**config.mk**
```make
export PLATFORM = sky130hd
export DESIGN_NAME = weight_update_ctrl
export DESIGN_NICKNAME = d
export VERILOG_FILES = /design/src/rtl/weight_update_ctrl.sv
export SDC_FILE = /design/constraint.sdc
export NUM_CORES = 1
export LEC_CHECK = 0
export ABC_AREA = 1
export CAP_MARGIN = 20
export CORE_ASPECT_RATIO = 0.8
export CORE_MARGIN = 2
export CORE_UTILIZATION = 35
export CTS_CLUSTER_SIZE = 25
export DETAILED_ROUTE_END_ITERATION = 12
export PLACE_DENSITY = 0.6
export REMOVE_ABC_BUFFERS = 1
export SLEW_MARGIN = 20
export SYNTH_ARGS = -nofsm -noshare
export SYNTH_HDL_FRONTEND = slang
export SYNTH_SLANG_ARGS = --single-unit
```
**constraint.sdc**
```tcl
create_clock -name clk -period 1.7 [get_ports clk]
set_input_delay 0.51 -clock clk [delete_from_list [all_inputs] [get_ports clk]]
set_output_delay 0.51 -clock clk [all_outputs]
set_load 0.01 [all_outputs]
```
**src/rtl/weight_update_ctrl.sv**
```systemverilog
// weight_update_ctrl
// ------------------
// Training sequencer for the backpropagation network. A run loads the initial
// weights once, then for every sample of every epoch launches a forward pass,
// waits for it, launches a backward pass, waits for it, and commits the delta
// weights.
//
// Handshake semantics (all Moore, no combinational input-to-output path):
//   start   : level, sampled on the rising edge; honoured only in IDLE/DONE.
//   ff_start: one-cycle launch pulse; ff_done acts as the forward "valid"
//             and is sampled only while waiting in FF_WAIT.
//   bp_start: one-cycle launch pulse; bp_done acts as the backward "valid"
//             and is sampled only while waiting in BP_WAIT.
//   abort   : synchronous, beats every other input outside IDLE.
//
// Ports
//   clk            : clock, rising edge
//   reset          : asynchronous active-low reset
//   start, abort   : run control
//   ff_done        : forward pass complete
//   bp_done        : delta weights valid
//   select_initial : weight registers load initial values (INIT)
//   select_update  : weight registers add delta weights (UPDATE)
//   ff_start       : forward pass launch pulse (FF_START)
//   bp_start       : backward pass launch pulse (BP_START)
//   sample_idx     : current training-sample index
//   epoch_cnt      : completed epochs
//   busy           : high outside IDLE and DONE
//   done           : high in DONE
//   dbg_state      : encoded FSM state for observation
module weight_update_ctrl #(
  parameter int N_SAMPLES = 4,
  parameter int N_EPOCHS  = 1000,
  parameter int SAMPLE_W  = 2,
  parameter int EPOCH_W   = 10
) (
  input  logic                clk,
  input  logic                reset,
  input  logic                start,
  input  logic                abort,
  input  logic                ff_done,
  input  logic                bp_done,
  output logic                select_initial,
  output logic                select_update,
  output logic                ff_start,
  output logic                bp_start,
  output logic [SAMPLE_W-1:0] sample_idx,
  output logic [EPOCH_W-1:0]  epoch_cnt,
  output logic                busy,
  output logic                done,
  output logic [2:0]          dbg_state
);

  typedef enum logic [2:0] {
    S_IDLE     = 3'd0,
    S_INIT     = 3'd1,
    S_FF_START = 3'd2,
    S_FF_WAIT  = 3'd3,
    S_BP_START = 3'd4,
    S_BP_WAIT  = 3'd5,
    S_UPDATE   = 3'd6,
    S_DONE     = 3'd7
  } state_t;

  localparam logic [SAMPLE_W-1:0] LP_LAST_SAMPLE = SAMPLE_W'(N_SAMPLES - 1);
  localparam logic [EPOCH_W-1:0]  LP_LAST_EPOCH  = EPOCH_W'(N_EPOCHS - 1);

  state_t              r_state;
  logic [SAMPLE_W-1:0] r_sample_idx;
  logic [EPOCH_W-1:0]  r_epoch_cnt;

  state_t              w_next_state;
  logic [SAMPLE_W-1:0] w_next_sample;
  logic [EPOCH_W-1:0]  w_next_epoch;
  logic                w_last_sample;

  assign w_last_sample = (r_sample_idx == LP_LAST_SAMPLE);

  always_ff @(posedge clk or negedge reset) begin
    if (!reset) begin
      r_state      <= S_IDLE;
      r_sample_idx <= '0;
      r_epoch_cnt  <= '0;
    end else begin
      r_state      <= w_next_state;
      r_sample_idx <= w_next_sample;
      r_epoch_cnt  <= w_next_epoch;
    end
  end

  always_comb begin
    w_next_state  = r_state;
    w_next_sample = r_sample_idx;
    w_next_epoch  = r_epoch_cnt;
    if (abort && (r_state != S_IDLE)) begin
      w_next_state  = S_IDLE;
      w_next_sample = '0;
      w_next_epoch  = '0;
    end else begin
      case (r_state)
        S_IDLE, S_DONE: begin
          if (start) begin
            w_next_state  = S_INIT;
            w_next_sample = '0;
            w_next_epoch  = '0;
          end
        end
        S_INIT:     w_next_state = S_FF_START;
        S_FF_START: w_next_state = S_FF_WAIT;
        S_FF_WAIT:  if (ff_done) w_next_state = S_BP_START;
        S_BP_START: w_next_state = S_BP_WAIT;
        S_BP_WAIT:  if (bp_done) w_next_state = S_UPDATE;
        S_UPDATE: begin
          // Counters advance only when leaving UPDATE, so sample_idx is
          // stable for the whole forward/backward/update of one sample.
          if (w_last_sample) begin
            w_next_sample = '0;
            w_next_epoch  = r_epoch_cnt + 1'b1;
          end else begin
            w_next_sample = r_sample_idx + 1'b1;
          end
          if (w_last_sample && (r_epoch_cnt == LP_LAST_EPOCH)) begin
            w_next_state = S_DONE;
          end else begin
            w_next_state = S_FF_START;
          end
        end
        default: w_next_state = S_IDLE;
      endcase
    end
  end

  assign select_initial = (r_state == S_INIT);
  assign select_update  = (r_state == S_UPDATE);
  assign ff_start       = (r_state == S_FF_START);
  assign bp_start       = (r_state == S_BP_START);
  assign done           = (r_state == S_DONE);
  assign busy           = (r_state != S_IDLE) && (r_state != S_DONE);
  assign sample_idx     = r_sample_idx;
  assign epoch_cnt      = r_epoch_cnt;
  assign dbg_state      = r_state;

endmodule

```
======== After elaboration in Yosys (flattened, before gate mapping) ========
Cells that the tools add are included.
storage, ports and cells
  register bits after elaboration ......... 15
  input bits .............................. 6
cells by class
  $add $sub $neg .......................... 2
  eq/ne operators ......................... 14
  mux-type cells .......................... 14
  reduce and logical (&&, ||, !) cells .... 10
operators with widths
  operator                 number
  $mux W10                 3
  $pmux W3 S7              1
  $pmux W10 S2             1
  $mux W3                  5
  $eq A3 B3 Y1 const B     4
  $ne A3 B3 Y1 const B     4
  $add A10 B1 Y10 const B  1
  $eq A10 B10 Y1 const B   1
  $eq A3 B2 Y1 const B     2
  $mux W2                  3
  $reduce_and A3 Y1        2
  $reduce_bool A3 Y1       2
  $pmux W2 S2              1
  $eq A3 B1 Y1 const B     1
  $logic_and A1 B1 Y1      3
  $logic_not A3 Y1         1
  $ne A3 B1 Y1 const B     1
  $add A2 B1 Y2 const B    1
  $eq A2 B2 Y1 const B     1
  $reduce_and A2 Y1        1
  $reduce_or A2 Y1         1

======== Longest topological paths before layout ========
  word-level depth ........................ 5
  depth in mapped cells ................... 10
  depth with buffers taken out ............ 9

======== Worst setup path before layout ========
No wires, ideal clock.
  path type ............................... reg-to-output
  from .................................... register r_state[1], in the netlist dbg_state[1]
  to ...................................... output port ff_start
  arrival time ............................ 0.943 ns
  data required time ...................... 1.190 ns
  path slack .............................. 0.247 ns
  cell stages (with the launch flop) ...... 3
  cells stage by stage .................... dfrtp_1 inv_1 nor3_1
between the ends
  longest elaborated chain between the ends .. 1
ends and longest elaborated chain
  what                    RTL line  text
  from (decl)             68        state_t r_state;
  from (signal assigned)  85        r_state <= w_next_state;
  $eq A3 B2 Y1            135       assign ff_start = (r_state == S_FF_START);
  to (decl)               45        output logic ff_start,
Every way passes these cells.

======== Final worst setup path ========
  from .................................... register r_state[0], in the netlist dbg_state[0]
  to ...................................... output port busy
between the ends
  longest elaborated chain between the ends .. 2
  elaborated cells between the ends (all ways) .. 3
ends and longest elaborated chain
  what                                                       RTL line  text
  $ne A3 B3 Y1 / $reduce_bool A3 Y1 (equally long branches)  138       assign busy = (r_state != S_IDLE) && (r_state != S_DONE);
  $logic_and A1 B1 Y1 *                                      138
  to (decl)                                                  49        output logic busy,
Every way passes the cells marked *; elsewhere a longest branch is shown, timed or not.

==> impl.org <==
** Run status
- Outcome :: finished with violations
- The final reports fail on setup timing.

** Logic synthesis
- Synth Area per Inst :: about 6.7 sq um
- Yosys mapped the design onto 23 distinct sky130hd cell types.
- The synthesized netlist occupies a cell area of 1061 sq um.
- Count of yosys warnings during synthesis :: 0
- Instance count of the mapped netlist :: roughly 160
- Synthesized flop and latch total :: 15
- Sequential-to-total area share from yosys stat :: 0.3538

** STA
- On the final layout, the worst clock skew is approximately 5.2 ps.
- Fin. Hold Viols :: 0
- Final critical-path share of the clock period :: 1.029
- Headroom to the max-slew limit came out at 0.8126.
- Unrepaired setup endpoints after global routing :: true
- Tightest Pin Transition :: roughly 280 ps
- Max Fclk :: roughly 0.57 GHz
- The routed design could run at a clock period as short as roughly 1700 ps.
- Post-route setup slack :: -49.86 ps
- Number of failing setup endpoints in the final timing report :: 4
- Count of pins over their slew limit :: 0

** Global route
- After global routing the overflow that remains totals 0.
- Maximum number of pins on one net before global-route repair :: 16
- The number of antenna violations at the first check in global routing is 0.
- The number of global-route vias before repair is between 1,000 and 1,500.
- Across every metal layer, demand over resource in global routing totals 0.2052.
- The first global-routing pass estimated between 5000 and 6000 microns of wire.

** Pwr
- Peak supply drop :: 720.2 uV
- Overall power consumption after layout is estimated at approximately 2.4 mW.
- For this design the static power due to leakage is around 1.0 nW.
- Power per Cell Area :: approximately 1300 nW/um^2

** CTS
- Clock tree synthesis inserted a total of 3 buffers.
- Clk sink count :: 15
- Clock tree from TritonCTS :: done
- Clock edge transition at the registers on the reported setup and hold paths :: roughly 70 ps
- Clock root buffer :: clkbuf_8
- The clock passes through at most 2 buffers.
- In this run the number of H-tree levels came out at 1.
- Clock latency on the worst-skew pair :: approximately 250 ps

** Final layout
- Net count, final :: 240
- The area growth from synthesis to layout is 73.23%.
- 0 antenna diodes ended up in the layout.
- The count of cells in the finished layout, fillers not included, comes to approximately 270.
- Most common library cell in the layout ignoring fill and taps :: nand2_1
- In the layout the commonest cells are nand2_1 (51), buf_4 (39), inv_1 (17), nor2_1 (13).
- The layout has ~260 filler cells.
- Share of cells above drive strength 1 :: 0.3723

** Detailed routing
- Per-cell via count in the routed design :: between 4 and 5
- Total detailed-routing wirelength :: between 3000 and 4000 microns
- In the routed design, unresolved DRC markers number 0.
- Routed wire per std cell :: 12.17 microns
- Once detail routing completed, the nets flagged for antenna violations numbered 0.
- For this block, the initial DRC count from the detailed router was just under 70.
- DR pass1 iterations :: 4
- Across all layers, the routed design uses about 1,300 vias.

** Critical path
- WS Path Type :: flop to output pin
- Data required time of the worst path :: roughly 1200 ps
- Startpoint type of the worst setup path :: flop
- The worst setup path is captured at an output pin.
- Highest fanout seen on the critical path :: 3
- Worst endpoint data arrival time :: 1240 ps

** Placed design
- At the end of routability-driven placement, the weighted congestion stood at approximately 0.84.
- Number of input and output port buffers inserted :: 26
- Final HPWL DP :: around 2200 microns
- After detailed placement, the design holds a cell count of between 200 and 250.

** Floorplan
- The die covers roughly 3500 sq um.
- The core region is approximately 2800 sq um.
- The die is 53.25 microns tall.
- During I/O placement, the number of pins put on the boundary was 27.
- Measured along the x axis, the die boundary spans approximately 66 microns.
- Initial Util :: 0.3751
- Cell Rows :: 17

** Flow run
- Number of violations of the max-capacitance limit :: 0

** Worst hold path
- The tightest min-delay check is of the flop to flop type.
-- logic make-up (layout without fill, tap and decap cells) --
logic type      after synthesis  in the layout  synth area share
fa+ha+maj                     2              2           0.02358
compound gates                9              9           0.04717
flops                        15             15            0.3538
buf+inv                      27            100            0.1108
simple gates                103            103            0.4481
xor+xnor                      2              2           0.01651
-- cell usage after synthesis --
cell,number,area share
nor2_4,2,0.021
o21ai_0,4,0.019
nor3_1,7,0.033
nor2_2,1,0.0059
nor2_1,13,0.046
xnor2_1,2,0.017
buf_2,1,0.0047
nand2_2,3,0.018
o22ai_1,1,0.0059
nand3_1,13,0.061
buf_1,1,0.0035
dfrtp_1,15,0.35
nand4_1,6,0.035
a22o_1,1,0.0083
o21ai_1,3,0.014
buf_6,2,0.021
inv_1,22,0.078
inv_2,1,0.0035
nand3b_1,1,0.0071
ha_1,2,0.024
nand3_4,1,0.017
nand2_1,55,0.19
nand3_2,1,0.0094
-- path summary, 6_finish.rpt --
check | start | to | slack (ps) | cells after the start
worst max-delay path | dbg_state[0] | busy | -50 | 6
worst min-delay path | sample_idx[0] | sample_idx[0] | 510 | 1
worst max register to register | dbg_state[0] | epoch_cnt[1] | 0 | 11
worst min register to register | sample_idx[0] | sample_idx[0] | 510 | 1
max in group asynchronous | reset | dbg_state[2] | 920 | 2
min in group asynchronous | reset | epoch_cnt[2] | 580 | 2
-- layer usage --
metal | track usage | vias up | part of all wire
li1 | - | 651 | -
met1 | 0.2743 | 614 | 0.47
met2 | 0.3469 | 28 | 0.49
met3 | 0.04043 | 4 | 0.039
met4 | 0.04167 | 0 | 0.0076
met5 | 0 | - | 0
-- flip-flops by register name, indices dropped and copies added (netlist names) --
| register | count |
|---|---|
| dbg_state | 3 |
| epoch_cnt | 10 |
| sample_idx | 2 |
-- worst max-delay path, cell delays in order (launching register included) --
cell	delay (ps)
dfrtp_2	430
buf_6	140
nor2_4	120
nand2_2	80
nand2_2	70
inv_2	40
buf_6	110
-- area by class of cell --
cell class	instances	area, sq um	area share
multi-input combinational	116	629.4	0.3424
clock inverter	1	5.005	0.002723
clock buffer	3	41.29	0.02246
inverter	23	91.34	0.04969
tap	38	47.55	0.02587
timing repair buffer	73	644.4	0.3506
sequential	15	379.1	0.2063
-- timing repair --
action | 4_1_cts | 5_1_grt
endpoints found under the setup margin | 19 | 24
resized for setup | 55 | 17
setup buffers | 21 | 2
cloned | 0 | 1
pin swaps | 2 | 7
hold buffers | 0 | 0
-- power breakdown --
| group | internal, mW | total (mW) | switching, mW |
|---|---|---|---|
| Clock | 0.162 | 0.292 | 0.130 |
| Combinational | 0.902 | 1.70 | 0.796 |
| Sequential | 0.404 | 0.454 | 0.0498 |
| Total | 1.47 | 2.44 | 0.975 |
-- stage by stage --
step / area [sq um] / worst slack (ps) / hold WS, ps / util / setup TNS, ps
floorplan: 1030 / 189.4 / 214.4 / - / 0
global placement: 1538 / -167.4 / 513.0 / 0.5436 / -1624
detailed placement: 1538 / -178.2 / 523.7 / 0.5436 / -2558
CTS: 1769 / -98.46 / 536.8 / 0.6254 / -224.0
global route: 1838 / -92.33 / 574.8 / 0.6497 / -718.1
finish: 1838 / -49.86 / 511.4 / 0.6497 / -94.65
Power figures use the tool's default switching activity.
